$ cat src/rtl/scm_tcdm_pkg.sv
// Shared types and constants for the TCDM-to-SCM bridge.
// Optional feature macro used by the bridge: SCM_TCDM_ADDR_CHECK_EN.
package scm_tcdm_pkg;

  localparam int SCM_DATA_WIDTH = 32;

  localparam logic SCM_TCDM_READ = 1'b1;

  typedef struct packed {
    logic                      err;
    logic [SCM_DATA_WIDTH-1:0] data;
  } scm_resp_t;

endpackage

$ cat src/rtl/scm_resp_fifo.sv
// Flip-flop response FIFO with wrap-around pointers; head is visible combinationally.
module scm_resp_fifo
  import scm_tcdm_pkg::*;
#(
  parameter int  DEPTH = 2,
  parameter type T     = scm_resp_t,
  localparam int PW    = (DEPTH > 1) ? $clog2(DEPTH) : 1,
  localparam int CW    = $clog2(DEPTH + 1)
) (
  input  logic          clk,
  input  logic          rst_n,
  input  logic          push_i,
  input  logic          pop_i,
  input  T              data_i,
  output T              head_o,
  output logic [CW-1:0] count_o
);

  T              r_mem [DEPTH];
  logic [PW-1:0] r_wptr;
  logic [PW-1:0] r_rptr;
  logic [CW-1:0] r_count;
  logic          w_full;
  logic          w_push;
  logic          w_pop;

  // A push into a full FIFO is only honoured when the head leaves in the same cycle.
  assign w_full  = (r_count == CW'(DEPTH));
  assign w_push  = push_i && (!w_full || pop_i);
  assign w_pop   = pop_i && (r_count != '0);
  assign head_o  = r_mem[r_rptr];
  assign count_o = r_count;

  always_ff @(posedge clk or negedge rst_n) begin
    if (!rst_n) begin
      for (int i = 0; i < DEPTH; i++) begin
        r_mem[i] <= '0;
      end
      r_wptr  <= '0;
      r_rptr  <= '0;
      r_count <= '0;
    end else begin
      if (w_push) begin
        r_mem[r_wptr] <= data_i;
        r_wptr        <= (r_wptr == PW'(DEPTH - 1)) ? '0 : r_wptr + 1'b1;
      end
      if (w_pop) begin
        r_rptr <= (r_rptr == PW'(DEPTH - 1)) ? '0 : r_rptr + 1'b1;
      end
      case ({w_push, w_pop})
        2'b10:   r_count <= r_count + 1'b1;
        2'b01:   r_count <= r_count - 1'b1;
        default: r_count <= r_count;
      endcase
    end
  end

endmodule

$ cat src/rtl/scm_tcdm_bridge.sv
// TCDM slave port to 1R/1W SCM adapter with an in-order response FIFO.
// Define SCM_TCDM_ADDR_CHECK_EN to turn out-of-range/misaligned addresses into error responses.
module scm_tcdm_bridge
  import scm_tcdm_pkg::*;
#(
  parameter int ADDR_WIDTH     = 5,
  parameter int DATA_WIDTH     = 32,
  parameter int NUM_BYTE       = DATA_WIDTH / 8,
  parameter int BUS_ADDR_WIDTH = 32,
  parameter int RESP_DEPTH     = 2
) (
  input  logic                      clk,
  input  logic                      rst_n,
  input  logic                      req_i,
  output logic                      gnt_o,
  input  logic                      wen_i,
  input  logic [BUS_ADDR_WIDTH-1:0] add_i,
  input  logic [DATA_WIDTH-1:0]     wdata_i,
  input  logic [NUM_BYTE-1:0]       be_i,
  output logic                      r_valid_o,
  input  logic                      r_ready_i,
  output logic [DATA_WIDTH-1:0]     r_rdata_o,
  output logic                      r_opc_o,
  output logic                      rf_read_en_o,
  output logic [ADDR_WIDTH-1:0]     rf_read_addr_o,
  input  logic [DATA_WIDTH-1:0]     rf_read_data_i,
  output logic                      rf_write_en_o,
  output logic [ADDR_WIDTH-1:0]     rf_write_addr_o,
  output logic [DATA_WIDTH-1:0]     rf_write_data_o,
  output logic [NUM_BYTE-1:0]       rf_write_be_o
);

  localparam int CW = $clog2(RESP_DEPTH + 1);

  typedef struct packed {
    logic                  err;
    logic [DATA_WIDTH-1:0] data;
  } resp_t;

  logic                  r_s1_valid;
  logic                  r_s1_read;
  logic                  r_s1_err;
  logic [ADDR_WIDTH-1:0] r_rd_addr;
  logic [ADDR_WIDTH-1:0] r_wr_addr;
  logic [DATA_WIDTH-1:0] r_wr_data;
  logic [NUM_BYTE-1:0]   r_wr_be;

  logic [CW-1:0]         w_count;
  logic [CW:0]           w_level;
  logic                  w_pop;
  logic                  w_accept;
  logic                  w_addr_err;
  logic                  w_rd_fire;
  logic                  w_wr_fire;
  resp_t                 w_push_data;
  resp_t                 w_head;

`ifdef SCM_TCDM_ADDR_CHECK_EN
  assign w_addr_err = (|add_i[BUS_ADDR_WIDTH-1:ADDR_WIDTH]) || (|add_i[1:0]);
  assign r_opc_o    = w_head.err;
`else
  logic w_unused_bits;
  assign w_addr_err    = 1'b0;
  assign r_opc_o       = 1'b0;
  assign w_unused_bits = ^{add_i[BUS_ADDR_WIDTH-1:ADDR_WIDTH], w_head.err};
`endif

  // Occupancy the FIFO will have after this edge, counting the response still in s1.
  assign w_pop     = r_valid_o && r_ready_i;
  assign w_level   = {1'b0, w_count} + {{CW{1'b0}}, r_s1_valid} - {{CW{1'b0}}, w_pop};
  assign gnt_o     = req_i && (w_level < (CW + 1)'(RESP_DEPTH));
  assign w_accept  = req_i && gnt_o;
  assign w_rd_fire = w_accept && (wen_i == SCM_TCDM_READ) && !w_addr_err;
  assign w_wr_fire = w_accept && (wen_i != SCM_TCDM_READ) && !w_addr_err;

  assign rf_read_en_o    = w_rd_fire;
  assign rf_read_addr_o  = w_rd_fire ? add_i[ADDR_WIDTH-1:0] : r_rd_addr;
  assign rf_write_en_o   = w_wr_fire;
  assign rf_write_addr_o = w_wr_fire ? add_i[ADDR_WIDTH-1:0] : r_wr_addr;
  assign rf_write_data_o = w_wr_fire ? wdata_i : r_wr_data;
  assign rf_write_be_o   = w_wr_fire ? be_i : r_wr_be;

  // Stage 1 tracks the accepted request while the SCM produces read data.
  always_ff @(posedge clk or negedge rst_n) begin
    if (!rst_n) begin
      r_s1_valid <= 1'b0;
      r_s1_read  <= 1'b0;
      r_s1_err   <= 1'b0;
      r_rd_addr  <= '0;
      r_wr_addr  <= '0;
      r_wr_data  <= '0;
      r_wr_be    <= '0;
    end else begin
      r_s1_valid <= w_accept;
      r_s1_read  <= (wen_i == SCM_TCDM_READ);
      r_s1_err   <= w_addr_err;
      if (w_rd_fire) begin
        r_rd_addr <= add_i[ADDR_WIDTH-1:0];
      end
      if (w_wr_fire) begin
        r_wr_addr <= add_i[ADDR_WIDTH-1:0];
        r_wr_data <= wdata_i;
        r_wr_be   <= be_i;
      end
    end
  end

  always_comb begin
    w_push_data.err  = r_s1_err;
    w_push_data.data = '0;
    if (r_s1_read && !r_s1_err) begin
      w_push_data.data = rf_read_data_i;
    end else begin
      w_push_data.data = '0;
    end
  end

  scm_resp_fifo #(
    .DEPTH (RESP_DEPTH),
    .T     (resp_t)
  ) u_resp_fifo (
    .clk     (clk),
    .rst_n   (rst_n),
    .push_i  (r_s1_valid),
    .pop_i   (w_pop),
    .data_i  (w_push_data),
    .head_o  (w_head),
    .count_o (w_count)
  );

  assign r_valid_o = (w_count != '0);
  assign r_rdata_o = w_head.data;

endmodule

$ cat config.mk
export PLATFORM = sky130hd
export DESIGN_NAME = scm_tcdm_bridge
export DESIGN_NICKNAME = d
export VERILOG_FILES = /design/src/rtl/scm_tcdm_pkg.sv /design/src/rtl/scm_resp_fifo.sv /design/src/rtl/scm_tcdm_bridge.sv
export SDC_FILE = /design/constraint.sdc
export NUM_CORES = 1
export LEC_CHECK = 0
export BUFFER_PORTS_ARGS = -buffer_cell sky130_fd_sc_hd__buf_2
export CAP_MARGIN = 20
export CORE_MARGIN = 4
export CORE_UTILIZATION = 54
export CTS_CLUSTER_SIZE = 25
export DETAILED_ROUTE_END_ITERATION = 8
export PLACE_DENSITY = 0.86
export SLEW_MARGIN = 10
export SYNTH_ARGS = -nofsm -noshare
export SYNTH_HDL_FRONTEND = slang
export SYNTH_HIERARCHICAL = 1
export SYNTH_SLANG_ARGS = --single-unit
$ cat constraint.sdc
create_clock -name clk -period 4.6 [get_ports clk]
set_input_delay 0.23 -clock clk [delete_from_list [all_inputs] [get_ports clk]]
set_output_delay 0.23 -clock clk [all_outputs]
set_load 0.01 [all_outputs]
==> flow_summary.ini, run 1 <==
[sta]
skew_ns = 0.0122
finalCriticalPeriod_ns = 4.02
hold_violations = 0
fin_setup_tns_ns = 0
slew-limit-headroom_pct = 33.4
period_share_pct = 87.4
fmax_mhz = 249
fin_hold_ws_ns = 0.0961
worstMarginPinSlew_ns = 0.997
setup_viol = 0
grt_setup_unrepaired = no
final-max-slew-violation-count = 0

[floorplan]
start_util_pct = 56.2
dieArea_um2 = 11300
rows = 35
num_io_pins = 188
core_um2 = 9330
die_x_um = 107
die_h_um = 107

[global_routing]
antenna_found_initial = 0
grt-ovfl-total = 0
grt_util_all_layers_pct = 23.9
grt_max_degree = 70
grt_pass1_vias = 4002
grt_pass1_wl_um = 21000

[setup_path]
rrSetupSlack_ns = 1.33
arrival_ns = 3.79
r2r_start = u_resp_fifo/count_o[0]$_DFFE_PN0P_
r2r_cells = 9
end_kind = output pin
critPathMaxFanout = 42
cpMaxStageDelayCell = fa_1
critical_path_class = reg2out
cp-start-kind = flop
cp.buffers_inverters = 2
worstPathRequired_ns = 4.37
crit_family = simple AND/OR/NAND/NOR gates
max_stage_delay_ns = 0.49
rr_endpoint = r_wr_be[3]$_DFF_PN0_
crit_path_cell_trace = or2_2, and2_1, ha_1, nand2b_1, fa_1, nand2_1, nor3_4, buf_12, mux2_2, buf_2

[hold_path]
hold-path-endpoint = u_resp_fifo/r_mem[62]$_DFFE_PN0P_
min_delay_path_depth = 3
worstHoldStart = rf_read_data_i[29]
min_path_type = in2reg

[cts]
cts_htree_levels = 4
ctsResizeCount = 0
clk_path_buf_depth = 2
cts_made_buffers = 17
clockRootBuffer = clkbuf_8
clock_latency_ns = 0.50
clock-sinks = 116
post-cts-setup-buffers = 0
cts_tree = built
clk_pin_slew_ns = 0.05
holdBufCountCts = 43

[drt]
wl_per_cell_um = 19.0
via_per_inst = 5.10
vias = 3475
drt_iter0_drc = 91
ant_nets = 0
routed_wl_um = 12900
drcViolationCount = 0
first_pass_iters = 4

[placement]
gp_congestion = 0.810
portBuffers = 159
hpwl_um = 7550

[final_layout]
synthToLayoutAreaGrowth_pct = 34.8
drive_above_1_share_pct = 60.6
nFillCells = 583
fin_nets = 648
num_antenna_cells = 0

[power_and_ir_drop]
irDropWorstVdd_mv = 0.464
p_per_area_nw_per_um2 = 737
leakage_uw = 0.00351

[synthesis]
synthesis.area_um2 = 5240
syn_avg_cell_area_um2 = 15.7
syn_inst = 333
yosysWarningCount = 6
syn_nets = 441

[run_status]
status = finished clean

[job]
cap_violations = 0
flip-flops by register name (all words and copies together) (netlist names):
signal               flops
r_rd_addr                5
u_resp_fifo/r_rptr       1
r_wr_be                  4
r_wr_data               32
u_resp_fifo/r_wptr       1
u_resp_fifo/count_o      2
r_wr_addr                5
r_s1_read                1
u_resp_fifo/r_mem       64
r_s1_valid               1
layout by cell type, fill, tap and decap left out, types with 2 or more instances in the layout:
cell type and count:
and2_1 33, buf_2 158, buf_4 4, clkbuf_1 2, clkbuf_16 16, clkbuf_8 4
clkinv_2 7, dfrtp_1 116, dlygate4sd3_1 43, ha_1 2, mux2_1 7, mux2_2 96
mux2_4 39, nand2_1 2, nand2b_1 2, nor2_1 2, nor3b_4 3, xnor2_1 3
xor2_1 2
how the worst max path moves through the flow:
stage                                             from                   to  slack (ns)  cells past startpoint
finish              u_resp_fifo/count_o[0]$_DFFE_PN0P_     rf_write_be_o[3]        0.58                     10
global route        u_resp_fifo/count_o[1]$_DFFE_PN0P_     rf_write_be_o[3]        0.48                     10
CTS                 u_resp_fifo/count_o[0]$_DFFE_PN0P_     rf_write_be_o[3]        0.61                     10
detailed placement  u_resp_fifo/count_o[0]$_DFFE_PN0P_  rf_write_data_o[31]        1.14                     10
global placement    u_resp_fifo/count_o[0]$_DFFE_PN0P_     rf_write_be_o[3]        1.28                     10
floorplan           u_resp_fifo/count_o[0]$_DFFE_PN0P_     rf_write_be_o[0]        1.48                      9
worst register-to-register path, delay by kind of cell, from the launching register on:
kind	cells	cell delay (ns)
simple gates	5	1.15
flops	1	0.47
fa+ha+maj	2	0.79
buf+inv	1	0.32
mux	1	0.43
final cells by class:
type	count	area, µm²	share of cell area [%]
repair buffers	206	1270	18.0
multi-input cells	198	2190	30.9
well taps	129	161	2.28
clock inverters	10	81.3	1.15
inverters	1	3.75	0.0531
clock buffers	22	463	6.55
flip-flops and latches	116	2900	41.1
report_power, final:
part / total (µW) / switching, µW / internal, µW
Sequential: 1790 / 273 / 1520
Clock: 1200 / 445 / 752
Combinational: 2220 / 1010 / 1200
metrics by stage:
stage	std cells	setup slack, ns	total power [µW]	cell area [µm²]	util (%)
floorplan	333	1.48	3210	5240	-
global placement	607	1.28	3820	6090	65.3
detailed placement	607	1.14	3920	6090	65.3
CTS	682	0.606	5160	7070	75.8
global route	682	0.476	5490	7070	75.8
finish	682	0.582	5210	7070	75.8
per-layer routing:
metal / up-vias / wire length (µm) / global-route usage (%)
met3: 24 / 927 / 8.20
met2: 149 / 6560 / 40.2
li1: 1571 / - / -
met4: 0 / 295 / 8.40
met5: - / 0 / 0
met1: 1731 / 5150 / 28.6
No activity file was read; power rests on OpenSTA's default activity.
==> run 2: changes to the inputs <==
==> constraint.sdc (replaced) <==
create_clock -name clk -period 4.6 [get_ports clk]
set_input_delay 0.46 -clock clk [delete_from_list [all_inputs] [get_ports clk]]
set_output_delay 0.46 -clock clk [all_outputs]
set_load 0.01 [all_outputs]
==> run 2 against run 1 <==
Against the previous run: worst hold slack improved by 0.046 ns; global-route usage decreased by 4.2 points; non-clock buffer count decreased by 41; setup slack got worse by 0.14 ns; sequential share of layout area increased by 2.3 points; routed wire length decreased by 18%; die area unchanged; count of clock-buffer cells in the layout decreased by 3; sequential cell count unchanged; design area decreased by 5.3%; clock power about the same; first-iteration DRC count decreased by 25%; critical path type unchanged.
==> flow_summary.ini, run 2 (same netlist as run 1, synthesis figures left out) <==
[run_status]
status = finished clean

[setup_path]
rr_endpoint = r_wr_data[31]$_DFF_PN0_
cp-startpoint = u_resp_fifo/count_o[0]$_DFFE_PN0P_
critPathMaxFanout = 42
rrSetupSlack_ns = 1.41
arrival_ns = 3.70
cp-start-kind = flop
critical_path_class = reg2out
worstPathRequired_ns = 4.14
r2r_cells = 9
end_kind = output pin
r2r_start = u_resp_fifo/count_o[0]$_DFFE_PN0P_

[cts]
clockRootBuffer = clkbuf_8
cts_tree = built
clk_path_buf_depth = 2
clock-sinks = 116
post-cts-setup-buffers = 0
clock_latency_ns = 0.49
holdBufCountCts = 0
cts_made_buffers = 17
clk_pin_slew_ns = 0.06
ctsResizeCount = 0
cts_htree_levels = 4

[sta]
finalCriticalPeriod_ns = 4.16
fin_setup_tns_ns = 0
fin_hold_ws_ns = 0.143
worstMarginPinSlew_ns = 0.995
skew_ns = 0.00998
setup_viol = 0
fmax_mhz = 241
hold_violations = 0
grt_setup_unrepaired = no
slew-limit-headroom_pct = 33.5
setup_slack_ns = 0.443
period_share_pct = 90.4
final-max-slew-violation-count = 0

[floorplan]
die_h_um = 107
core_um2 = 9330
rows = 35
num_io_pins = 188
dieArea_um2 = 11300
die_x_um = 107
start_util_pct = 56.2

[final_layout]
drive_above_1_share_pct = 65.8
nFillCells = 629
largest_register_ffs = 64
most-common-layout-cells = buf_2 (158), dfrtp_1 (116), mux2_2 (96)
fin_nets = 607
top_register = u_resp_fifo/r_mem
synthToLayoutAreaGrowth_pct = 27.6
utilization_pct = 71.7
reg.largest.list = u_resp_fifo/r_mem (64), r_wr_data (32)
final_cells = 641
final_common_cell = buf_2
num_antenna_cells = 0

[power_and_ir_drop]
leakage_uw = 0.00334
p_per_area_nw_per_um2 = 760
irDropWorstVdd_mv = 0.475

[placement]
portBuffers = 159
post-place-ws_ns = 0.950
gp_congestion = 0.812
placed_cells = 607
hpwl_um = 7330

[global_routing]
grt_busiest_layer = met2
grtUsageMet2_pct = 32.1
antenna_found_initial = 0
grt_use_met3_pct = 6.86
grt_pass1_vias = 3608
grt_util_all_layers_pct = 19.6
grt_util_met1_pct = 24.4
grt-ovfl-total = 0
grt_pass1_wl_um = 17600
grt_max_degree = 85

[hold_path]
hold-path-endpoint = r_s1_read$_DFF_PN0_
min_path_type = in2reg
worstHoldStart = wen_i
min_delay_path_depth = 1

[drt]
vias = 3243
drcViolationCount = 0
wl_per_cell_um = 16.6
drt_iter0_drc = 68
routed_wl_um = 10600
via_per_inst = 5.06
first_pass_iters = 4
ant_nets = 0

[job]
cap_violations = 0
==> run 2: cell count changes in the layout (fill, tap and decap cells not counted) <==
cell | previous run | this run
dlygate4sd3_1 | 43 | 1
clkinv_2 | 7 | 1
clkinvlp_4 | 1 | 3
inv_6 | 0 | 2
clkbuf_8 | 4 | 2
clkbuf_1 | 2 | 1
buf_16 | 0 | 1
clkinv_4 | 1 | 6
==> run 2: layout make-up <==
class	instances	area, µm²	share of cell area (%)
multi-input combinational	198	2190	32.7
clock buffer	19	432	6.45
timing repair buffer	165	878	13.1
inverter	1	3.75	0.0561
tap	129	161	2.41
sequential	116	2900	43.4
clock inverter	13	128	1.91
==> run 2: metal layers <==
metal	share of wire, %	routed length [µm]
met1	42	4440
met2	50	5340
met3	7.6	810
met4	0.44	47
met5	0	0
==> run 2: where the power goes <==
part | switching [µW] | total, µW | internal [µW]
Clock | 460 | 1200 | 736
Combinational | 938 | 2120 | 1180
Sequential | 254 | 1770 | 1520
Total | 1650 | 5090 | 3430
==> run 2: per-stage QoR <==
stage / power (µW) / instance area (µm²)
floorplan: 3210 / 5240
global placement: 3820 / 6090
detailed placement: 3910 / 6090
CTS: 5150 / 6650
global route: 5400 / 6690
finish: 5090 / 6690
==> run 2: worst max-delay path: stages (launching register included) <==
cell	delay [ns]
dfrtp_1	0.47
or2_2	0.34
and2_1	0.22
ha_1	0.29
nand2b_1	0.16
fa_1	0.48
nand2_1	0.14
nor3_4	0.24
buf_12	0.31
mux2_2	0.40
buf_2	0.15
==> run 2: worst max path at each step <==
| stage | end | slack [ns] | cells past startpoint |
|---|---|---|---|
| 2_1_floorplan | rf_write_be_o[0] | 1.25 | 9 |
| 3_3_place_gp | rf_write_be_o[3] | 1.05 | 10 |
| 3_5_place_dp | rf_write_data_o[31] | 0.95 | 10 |
| 4_1_cts | rf_write_data_o[31] | 0.40 | 10 |
| 5_1_grt | rf_write_data_o[31] | 0.26 | 10 |
| 6_report | rf_write_data_o[31] | 0.44 | 10 |
==> run 3: changes to the inputs <==
--- a/config.mk
+++ b/config.mk
@@ -11,6 +11,8 @@
 export CORE_UTILIZATION = 54
 export CTS_CLUSTER_SIZE = 25
 export DETAILED_ROUTE_END_ITERATION = 8
+export GPL_TIMING_DRIVEN = 1
+export MAX_ROUTING_LAYER = met4
 export PLACE_DENSITY = 0.86
 export SLEW_MARGIN = 10
 export SYNTH_ARGS = -nofsm -noshare
==> run 3 against run 2 <==
Against the previous run: routed wire length decreased by 0.25%; clock skew fell by 0.0011 ns; via count up 0.52%; count of clock-buffer cells in the layout unchanged; critical endpoint unchanged; utilization unchanged; fmax is essentially flat; non-clock buffer count stayed put; sequential power is essentially flat; global-route usage increased by 0.54 points; setup slack improved by 0.0032 ns; design area did not move; critical path type unchanged.
==> flow_summary.ini, run 3 (same netlist as run 1, synthesis figures left out) <==
[sta]
worstMarginPinSlew_ns = 1.01
period_share_pct = 90.3
finalCriticalPeriod_ns = 4.15
slew-limit-headroom_pct = 32.7
fmax_mhz = 241
grt_setup_unrepaired = no
setup_slack_ns = 0.446
final-max-slew-violation-count = 0
setup_viol = 0
fin_setup_tns_ns = 0
hold_violations = 0
fin_hold_ws_ns = 0.144
skew_ns = 0.00884

[final_layout]
most-common-layout-cells = buf_2 (158), dfrtp_1 (116), mux2_2 (96)
top_register = u_resp_fifo/r_mem
final_common_cell = buf_2
reg.largest.list = u_resp_fifo/r_mem (64), r_wr_data (32)
largest_register_ffs = 64
final_cells = 641
fin_nets = 607
num_antenna_cells = 0
synthToLayoutAreaGrowth_pct = 27.6
drive_above_1_share_pct = 65.8

[setup_path]
arrival_ns = 3.69
rrSetupSlack_ns = 1.41
cp-start-kind = flop
worstPathRequired_ns = 4.14
cp-startpoint = u_resp_fifo/count_o[0]$_DFFE_PN0P_
r2r_cells = 9
end_kind = output pin
max_stage_delay_ns = 0.48
cpMaxStageDelayCell = fa_1
crit_path_cell_trace = or2_2, and2_1, ha_1, nand2b_1, fa_1, nand2_1, nor3_4, buf_12, mux2_2, buf_2
critical_path_class = reg2out
rr_endpoint = r_wr_data[31]$_DFF_PN0_
r2r_start = u_resp_fifo/count_o[0]$_DFFE_PN0P_
crit_path_end = rf_write_data_o[31]
critPathMaxFanout = 42

[global_routing]
grt_use_met3_pct = 4.80
grtUsageMet2_pct = 32.0
grt-ovfl-total = 0
grt_util_met1_pct = 25.8
antenna_found_initial = 0
grt_util_all_layers_pct = 20.2
grt_pass1_wl_um = 17500
grt_pass1_vias = 3627
grt_busiest_layer = met2
grt_max_degree = 85

[floorplan]
num_io_pins = 188
die_x_um = 107
dieArea_um2 = 11300
rows = 35
start_util_pct = 56.2
core_um2 = 9330
die_h_um = 107

[cts]
clock-sinks = 116
clk_pin_slew_ns = 0.06
holdBufCountCts = 0
post-cts-setup-buffers = 0
clock_latency_ns = 0.49
clockRootBuffer = clkbuf_8
cts_htree_levels = 4
ctsResizeCount = 0
cts_made_buffers = 17
cts_tree = built
clk_path_buf_depth = 2

[drt]
drt_iter0_drc = 77
drcViolationCount = 0
first_pass_iters = 4
ant_nets = 0
vias = 3260
wl_per_cell_um = 16.5
via_per_inst = 5.09
routed_wl_um = 10600

[power_and_ir_drop]
p_per_area_nw_per_um2 = 760
irDropWorstVdd_mv = 0.476
leakage_uw = 0.00334
finalPower_uw = 5080

[hold_path]
min_path_type = in2reg

[placement]
portBuffers = 159
placed_cells = 607
hpwl_um = 7330
post-place-ws_ns = 0.950
gp_congestion = 0.824

[job]
cap_violations = 0

[run_status]
status = finished clean
==> run 3: cell counts in the layout (fill, tap and decap cells not counted) <==
No cell type changed its count.
==> run 3: routing by layer <==
metal | part of all wire (%) | up-vias
met4 | 0.45 | 0
met5 | 0 | -
met2 | 50 | 126
met3 | 6.0 | 4
li1 | - | 1494
met1 | 43 | 1636
==> run 3: worst min-delay path by stage <==
stage / start / slack (ns) / cells after the start / endpoint
after CTS: wen_i / 0.11 / 1 / r_s1_read$_DFF_PN0_
final: wen_i / 0.14 / 1 / r_s1_read$_DFF_PN0_
after global routing: wen_i / 0.12 / 1 / r_s1_read$_DFF_PN0_
after floorplan: rst_n / 0.16 / 0 / r_rd_addr[0]$_DFF_PN0_
after global placement: u_resp_fifo/r_mem[34]$_DFFE_PN0P_ / 0.46 / 1 / u_resp_fifo/r_mem[34]$_DFFE_PN0P_
after detailed placement: r_wr_addr[4]$_DFF_PN0_ / 0.48 / 1 / r_wr_addr[4]$_DFF_PN0_
==> run 3: layout make-up <==
type                            count  area [µm²]
Clock buffer                       19         432
Sequential cell                   116        2900
Inverter                            1        3.75
Multi-Input combinational cell    198        2190
Tap cell                          129         161
Fill cell                         628        2640
Clock inverter                     13         128
Timing Repair Buffer              165         878
==> run 3: power breakdown <==
group / switching, µW / internal (µW) / total [µW] / leakage, µW
Clock: 459 / 736 / 1200 / 0.000265
Sequential: 254 / 1520 / 1770 / 0.00145
Combinational: 938 / 1180 / 2120 / 0.00163
Total: 1650 / 3430 / 5080 / 0.00334
==> run 3: metrics by stage <==
| step | utilization [%] | instance area, µm² |
|---|---|---|
| 2_1_floorplan | - | 5240 |
| 3_5_place_dp | 65.3 | 6090 |
| 4_1_cts | 71.3 | 6650 |
| 5_1_grt | 71.7 | 6690 |
| 3_3_place_gp | 65.3 | 6090 |
| 6_report | 71.7 | 6690 |
==> run 3: critical path, delay by kind of cell, from the launching register on <==
family / cells / cell delay, ns
simple gates: 5 / 1.10
fa+ha+maj: 2 / 0.77
flops: 1 / 0.47
buf+inv: 2 / 0.45
mux: 1 / 0.39
